==> config.mk <==
export PLATFORM = sky130hd
export DESIGN_NAME = bcd_seg_scanner
export DESIGN_NICKNAME = d
export VERILOG_FILES = /design/src/rtl/seg_scan_pkg.sv /design/src/rtl/bcd_to_seg.sv /design/src/rtl/bcd_seg_scanner.sv
export SDC_FILE = /design/constraint.sdc
export NUM_CORES = 1
export LEC_CHECK = 0
export BUFFER_PORTS_ARGS = -buffer_cell sky130_fd_sc_hd__buf_4
export CORE_ASPECT_RATIO = 2
export CORE_MARGIN = 4
export CORE_UTILIZATION = 56
export DETAILED_ROUTE_END_ITERATION = 6
export PLACE_DENSITY = 0.79
export SLEW_MARGIN = 25
export SYNTH_ARGS = -nofsm -noshare
export SYNTH_HDL_FRONTEND = slang
export SYNTH_SLANG_ARGS = --single-unit
==> constraint.sdc <==
create_clock -name clk -period 2.3 [get_ports clk]
set_input_delay 0.23 -clock clk [delete_from_list [all_inputs] [get_ports clk]]
set_output_delay 0.23 -clock clk [all_outputs]
set_load 0.01 [all_outputs]
==> src/rtl/seg_scan_pkg.sv <==
// seg_scan_pkg: shared constants and types for the BCD seven-segment scanner.
//   - Active-low segment patterns ordered {g,f,e,d,c,b,a}
//   - Scan state typedef (BLANK, DRIVE)
//   - MIN_REFRESH_DIV: shortest legal slot (1 blank cycle + 1 drive cycle)
package seg_scan_pkg;

  localparam int MIN_REFRESH_DIV = 2;

  localparam logic [6:0] SEG_OFF  = 7'b1111111;
  localparam logic [6:0] SEG_DASH = 7'b0111111;
  localparam logic [6:0] SEG_0    = 7'b1000000;
  localparam logic [6:0] SEG_1    = 7'b1111001;
  localparam logic [6:0] SEG_2    = 7'b0100100;
  localparam logic [6:0] SEG_3    = 7'b0110000;
  localparam logic [6:0] SEG_4    = 7'b0011001;
  localparam logic [6:0] SEG_5    = 7'b0010010;
  localparam logic [6:0] SEG_6    = 7'b0000010;
  localparam logic [6:0] SEG_7    = 7'b1111000;
  localparam logic [6:0] SEG_8    = 7'b0000000;
  localparam logic [6:0] SEG_9    = 7'b0010000;

  typedef enum logic {
    BLANK = 1'b0,
    DRIVE = 1'b1
  } scan_state_t;

endpackage

==> src/rtl/bcd_to_seg.sv <==
// bcd_to_seg: combinational BCD to active-low seven-segment decoder.
//   bcd  in  4  BCD digit; 10..15 render as a dash
//   seg  out 7  {g,f,e,d,c,b,a}, active-low
module bcd_to_seg
  import seg_scan_pkg::*;
(
  input  logic [3:0] bcd,
  output logic [6:0] seg
);

  always_comb begin
    seg = SEG_DASH;
    case (bcd)
      4'd0: seg = SEG_0;
      4'd1: seg = SEG_1;
      4'd2: seg = SEG_2;
      4'd3: seg = SEG_3;
      4'd4: seg = SEG_4;
      4'd5: seg = SEG_5;
      4'd6: seg = SEG_6;
      4'd7: seg = SEG_7;
      4'd8: seg = SEG_8;
      4'd9: seg = SEG_9;
      default: seg = SEG_DASH;
    endcase
  end

endmodule

==> src/rtl/bcd_seg_scanner.sv <==
// bcd_seg_scanner: time-multiplexed common-anode seven-segment driver.
// Captures DIGITS BCD digits on load and scans one digit per REFRESH_DIV-cycle
// slot, with a single all-off cycle at the start of each slot to avoid ghosting.
//
// Ports:
//   clk     in   1         rising-edge clock
//   rst     in   1         asynchronous active-high reset
//   bcd_in  in   4*DIGITS  packed digits, digit i at [4i+3:4i], digit 0 rightmost
//   dp_in   in   DIGITS    decimal point request per digit, active-high
//   load    in   1         capture bcd_in/dp_in into the shadow registers
//   blank   in   1         force all anodes off; scanning keeps running
//   seg     out  7         {g,f,e,d,c,b,a}, active-low, registered
//   dp      out  1         decimal point, active-low, registered
//   an      out  DIGITS    anode enables, active-low, registered
//   frame   out  1         one-cycle pulse when the scan wraps to digit 0
//
// Build option: define LEADING_ZERO_BLANK_EN to suppress leading zero digits
// (digit 0 is always shown; dp and anode scanning are unaffected).
//
// state | meaning
// BLANK | one cycle with all anodes off before the indexed digit is driven
// DRIVE | indexed digit on the pins, re-decoded every cycle until tick
module bcd_seg_scanner
  import seg_scan_pkg::*;
#(
  parameter int DIGITS      = 4,
  parameter int REFRESH_DIV = 50000
) (
  input  logic                  clk,
  input  logic                  rst,
  input  logic [4*DIGITS-1:0]   bcd_in,
  input  logic [DIGITS-1:0]     dp_in,
  input  logic                  load,
  input  logic                  blank,
  output logic [6:0]            seg,
  output logic                  dp,
  output logic [DIGITS-1:0]     an,
  output logic                  frame
);

  // A slot shorter than MIN_REFRESH_DIV would leave no drive cycle.
  localparam int DIV = (REFRESH_DIV < MIN_REFRESH_DIV) ? MIN_REFRESH_DIV : REFRESH_DIV;
  localparam int PW  = $clog2(DIV);
  localparam int IW  = $clog2(DIGITS);

  localparam logic [PW-1:0] PRE_LAST = PW'(DIV - 1);
  localparam logic [IW-1:0] IDX_LAST = IW'(DIGITS - 1);

  scan_state_t       state, state_nxt;
  logic [PW-1:0]     pre, pre_nxt;
  logic [IW-1:0]     idx, idx_nxt;
  logic [3:0]        shadow [DIGITS];
  logic [DIGITS-1:0] shadow_dp;

  logic [6:0]        seg_nxt;
  logic              dp_nxt;
  logic [DIGITS-1:0] an_nxt;
  logic              frame_nxt;

  logic              tick;
  logic [6:0]        dec_seg;
  logic [6:0]        digit_seg;
  logic [DIGITS-1:0] an_sel;

  assign tick   = (pre == PRE_LAST);
  assign an_sel = ~(DIGITS'(1) << idx);

  bcd_to_seg u_dec (
    .bcd (shadow[idx]),
    .seg (dec_seg)
  );

`ifdef LEADING_ZERO_BLANK_EN
  logic [DIGITS-1:0] lead_zero;

  // Walk down from the most significant digit; a digit is a leading zero
  // while it and every digit above it are zero.
  always_comb begin
    logic zero_run;
    lead_zero = '0;
    zero_run  = 1'b1;
    for (int i = DIGITS - 1; i >= 1; i--) begin
      zero_run     = zero_run && (shadow[i] == 4'd0);
      lead_zero[i] = zero_run;
    end
  end

  assign digit_seg = lead_zero[idx] ? SEG_OFF : dec_seg;
`else
  assign digit_seg = dec_seg;
`endif

  always_ff @(posedge clk or posedge rst) begin
    if (rst) begin
      state     <= BLANK;
      pre       <= '0;
      idx       <= '0;
      seg       <= SEG_OFF;
      dp        <= 1'b1;
      an        <= '1;
      frame     <= 1'b0;
      shadow_dp <= '0;
      for (int i = 0; i < DIGITS; i++) shadow[i] <= 4'd0;
    end else begin
      state <= state_nxt;
      pre   <= pre_nxt;
      idx   <= idx_nxt;
      seg   <= seg_nxt;
      dp    <= dp_nxt;
      an    <= an_nxt;
      frame <= frame_nxt;
      if (load) begin
        shadow_dp <= dp_in;
        for (int i = 0; i < DIGITS; i++) shadow[i] <= bcd_in[4*i +: 4];
      end
    end
  end

  always_comb begin
    state_nxt = state;
    idx_nxt   = idx;
    pre_nxt   = tick ? '0 : pre + 1'b1;
    seg_nxt   = SEG_OFF;
    dp_nxt    = 1'b1;
    an_nxt    = '1;
    frame_nxt = 1'b0;

    case (state)
      BLANK: begin
        state_nxt = DRIVE;
        seg_nxt   = digit_seg;
        dp_nxt    = ~shadow_dp[idx];
        an_nxt    = an_sel;
      end
      DRIVE: begin
        if (tick) begin
          state_nxt = BLANK;
          idx_nxt   = (idx == IDX_LAST) ? '0 : idx + 1'b1;
          frame_nxt = (idx == IDX_LAST);
        end else begin
          seg_nxt = digit_seg;
          dp_nxt  = ~shadow_dp[idx];
          an_nxt  = an_sel;
        end
      end
      default: state_nxt = BLANK;
    endcase

    // Blanking only gates the anodes; segment data keeps tracking the scan.
    if (blank) an_nxt = '1;
  end

endmodule

==> results.yml <==
detailed_routing:
  antenna_left: 0
  drtPass1Iterations: 4
  highest-signal-layer: "met4"
  viasPerCell: 5.407
  wl_per_cell_um: 15.33
  routed_wl_um: 4291
  met2WireLength_um: 2547
  wl_met3_um: 158
  drc: 0
  vias: 1514
  met1_length_um: 1474
  drtIter0Drc: 16
die:
  start_util: 0.5800
  num_rows: 33
  core_region_area_mm2: 0.004088
  die_area_mm2: 0.005402
  die_w_um: 54.01
  die_h_um: 100.0
  io-pin-count: 37
logic_synthesis:
  synth_edf_count: 0
  ys_seq_area_frac: 0.5551
  synth_ff_type: "dfrtp_1"
  ys_seq_elements: 52
  synth_top_area_cell: "dfrtp_1"
  syn_inst: 187
  syn-num-nets: 222
  synth.avg_cell_area_um2: 12.68
  synth_cell_type_count: 35
  syn_area_mm2: 0.002371
  async_flop_share: 1.000
  yosys_warnings: 0
  synth_area_leaders: "dfrtp_1 42%, dfstp_2 13%, mux2_2 10%, ha_1 5.8%, mux4_2 3.8%"
  synth_top_area_frac: 0.4222
placement:
  numPortBuffers: 36
  gp_congestion: 0.7384
  hpwl_um: 3351
power_and_ir_drop:
  p_total_uw: 1834
  power.density_mw_per_mm2: 653.6
  swShare: 0.2201
  internal-power_uw: 1430
  p_clk_frac: 0.328
  power_frac_seq: 0.551
  irDropWorstVdd_mv: 0.4484
  switchingPower_uw: 403.8
  p_leak_uw: 0.001268
  pwr-share-comb: 0.121
grt:
  track_usage: 0.1835
  grt_pass1_vias: 1679
  grt_antenna_before_repair: 0
  grt.overflow.total: 0
  grt_start_max_net_pins: 32
  grt_pass1_wl_um: 7245
layout:
  layout_common_cells: "40 x dfrtp_1, 40 x buf_4, 21 x mux2_2, 12 x nand2_1, 12 x dfstp_2"
  num_antenna_cells: 0
  area_delta_synth_final_pct: 18.36
  drive_gt1_frac: 0.3860
  nFillCells: 296
  final_util: 0.6866
  layout.nets: 262
timing:
  worstMarginPinSlew_ns: 0.6517
  final.setup.tns_ns: 0
  setup_viol: 0
  max_slew_margin: 0.5649
  maxSlewViolCount: 0
  max_freq_mhz: 499.9
  min_period_ns: 2.000
  finalClockSkew_ns: 0.003776
  fin_hold_ws_ns: 0.02241
  rsz0062_at_grt: "false"
  hold_violations: 0
  fin_crit_sh: 0.8698
worst_setup_path:
  cp.required_ns: 2.53
  path_class: "reg2reg"
  slowest_delay_ns: 0.63
  startpoint_type: "flip-flop"
  critical_path.max_fanout: 10
  reg2reg_setup_slack_ns: 0.30
  crit_slowest_cell: "dfrtp_1"
  cp-end-kind: "flip-flop"
  crit_path_cell_trace: "mux4_2 > ha_1 > or2_4 > a21oi_1 > o21ai_1"
  critPathArrivalTime_ns: 2.23
min_path:
  worstHoldPathType: "in2async"
clocking:
  cts_max_level: 2
  insertion_delay_ns: 0.29
  cts.sinks: 52
  clk_pin_slew_ns: 0.09
  post_cts_resized: 0
  cts_buffers: 5
  clockRootBuffer: "clkbuf_8"
  postCtsSetupRepairBufs: 0
  cts_tree: "built"
  hold_buffers: 0
  clock_path_buffers: 2
run:
  cap_violations: 0
outcome:
  status: "completed"
## cell families (layout without fill, tap and decap cells)
| logic type | after synthesis | in the layout | synth area share |
|---|---|---|---|
| flip-flops | 52 | 52 | 0.5551 |
| AND/OR/NAND/NOR | 51 | 51 | 0.1156 |
| multiplexers | 27 | 27 | 0.1536 |
| AO/OA/AOI/OAI | 19 | 19 | 0.04485 |
| buffers and inverters | 15 | 56 | 0.02849 |
| XOR/XNOR | 12 | 12 | 0.04433 |
| adder cells (fa/ha/maj) | 11 | 11 | 0.05805 |
## registers in the layout (all words and copies together) (netlist names)
register / flops
frame: 1
state: 1
idx: 2
dp: 1
pre: 16
shadow_dp: 4
seg: 7
shadow: 16
an: 4
## critical path: cells and delay by family (launching register included)
kind	cells	cell delay, ns
simple gates	1	0.25
compound gates	2	0.20
fa+ha+maj	1	0.21
flops	1	0.63
mux	1	0.63
## power groups by stage
stage	clock (µW)	combinational [µW]	sequential, µW
5_1_grt	658	249	1020
6_report	601	223	1010
3_5_place_dp	0	227	1030
2_1_floorplan	0	122	1030
4_1_cts	617	227	1010
3_3_place_gp	0	215	1030
## per-layer routing
metal / vias to the layer above / track usage
met5: - / 0
met4: 0 / 0.08637
met3: 9 / 0.03269
met2: 35 / 0.3411
met1: 747 / 0.1834
li1: 723 / -
## worst paths after layout
kind / startpoint / endpoint / cells past startpoint
worst max register to register: idx[0] / seg[0] / 5
max in group asynchronous: rst / seg[2] / 3
worst max-delay path: idx[0] / seg[0] / 5
worst min-delay path: rst / pre[11] / 2
worst min register to register: pre[0] / pre[0] / 1
min in group clk: bcd_in[7] / shadow[11] / 2
## synth_stat cells, types with 2 or more instances
cell type	number
dfrtp_1	40
mux2_2	21
dfstp_2	12
nand2_1	12
ha_1	11
nor2_1	11
a21oi_1	8
inv_1	8
xor2_1	8
nand3_1	5
o21ai_1	5
mux4_2	4
xnor2_1	4
and2_1	3
buf_2	3
clkbuf_1	3
nand4_1	3
nor3_1	3
and3_1	2
and4_1	2
nor4bb_1	2
o21ai_0	2
o31ai_1	2
or4_1	2
## area by class of cell
| type | instances | area, µm² | area share |
|---|---|---|---|
| Sequential cell | 52 | 1316 | 0.4690 |
| Multi-Input combinational cell | 120 | 987.2 | 0.3518 |
| Timing Repair Buffer | 40 | 300.3 | 0.1070 |
| Clock buffer | 6 | 72.57 | 0.02586 |
| Tap cell | 52 | 65.06 | 0.02318 |
| Clock inverter | 2 | 35.03 | 0.01248 |
| Inverter | 8 | 30.03 | 0.01070 |
## stage by stage
step / cells / setup WS, ns / instance area [µm²]
global placement: 272 / 0.3677 / 2699
finish: 280 / 0.2996 / 2806
floorplan: 187 / 0.5186 / 2371
detailed placement: 272 / 0.2852 / 2699
CTS: 280 / 0.2737 / 2806
global route: 280 / 0.1469 / 2806
Note: power is estimated with default switching activity, not from simulation.
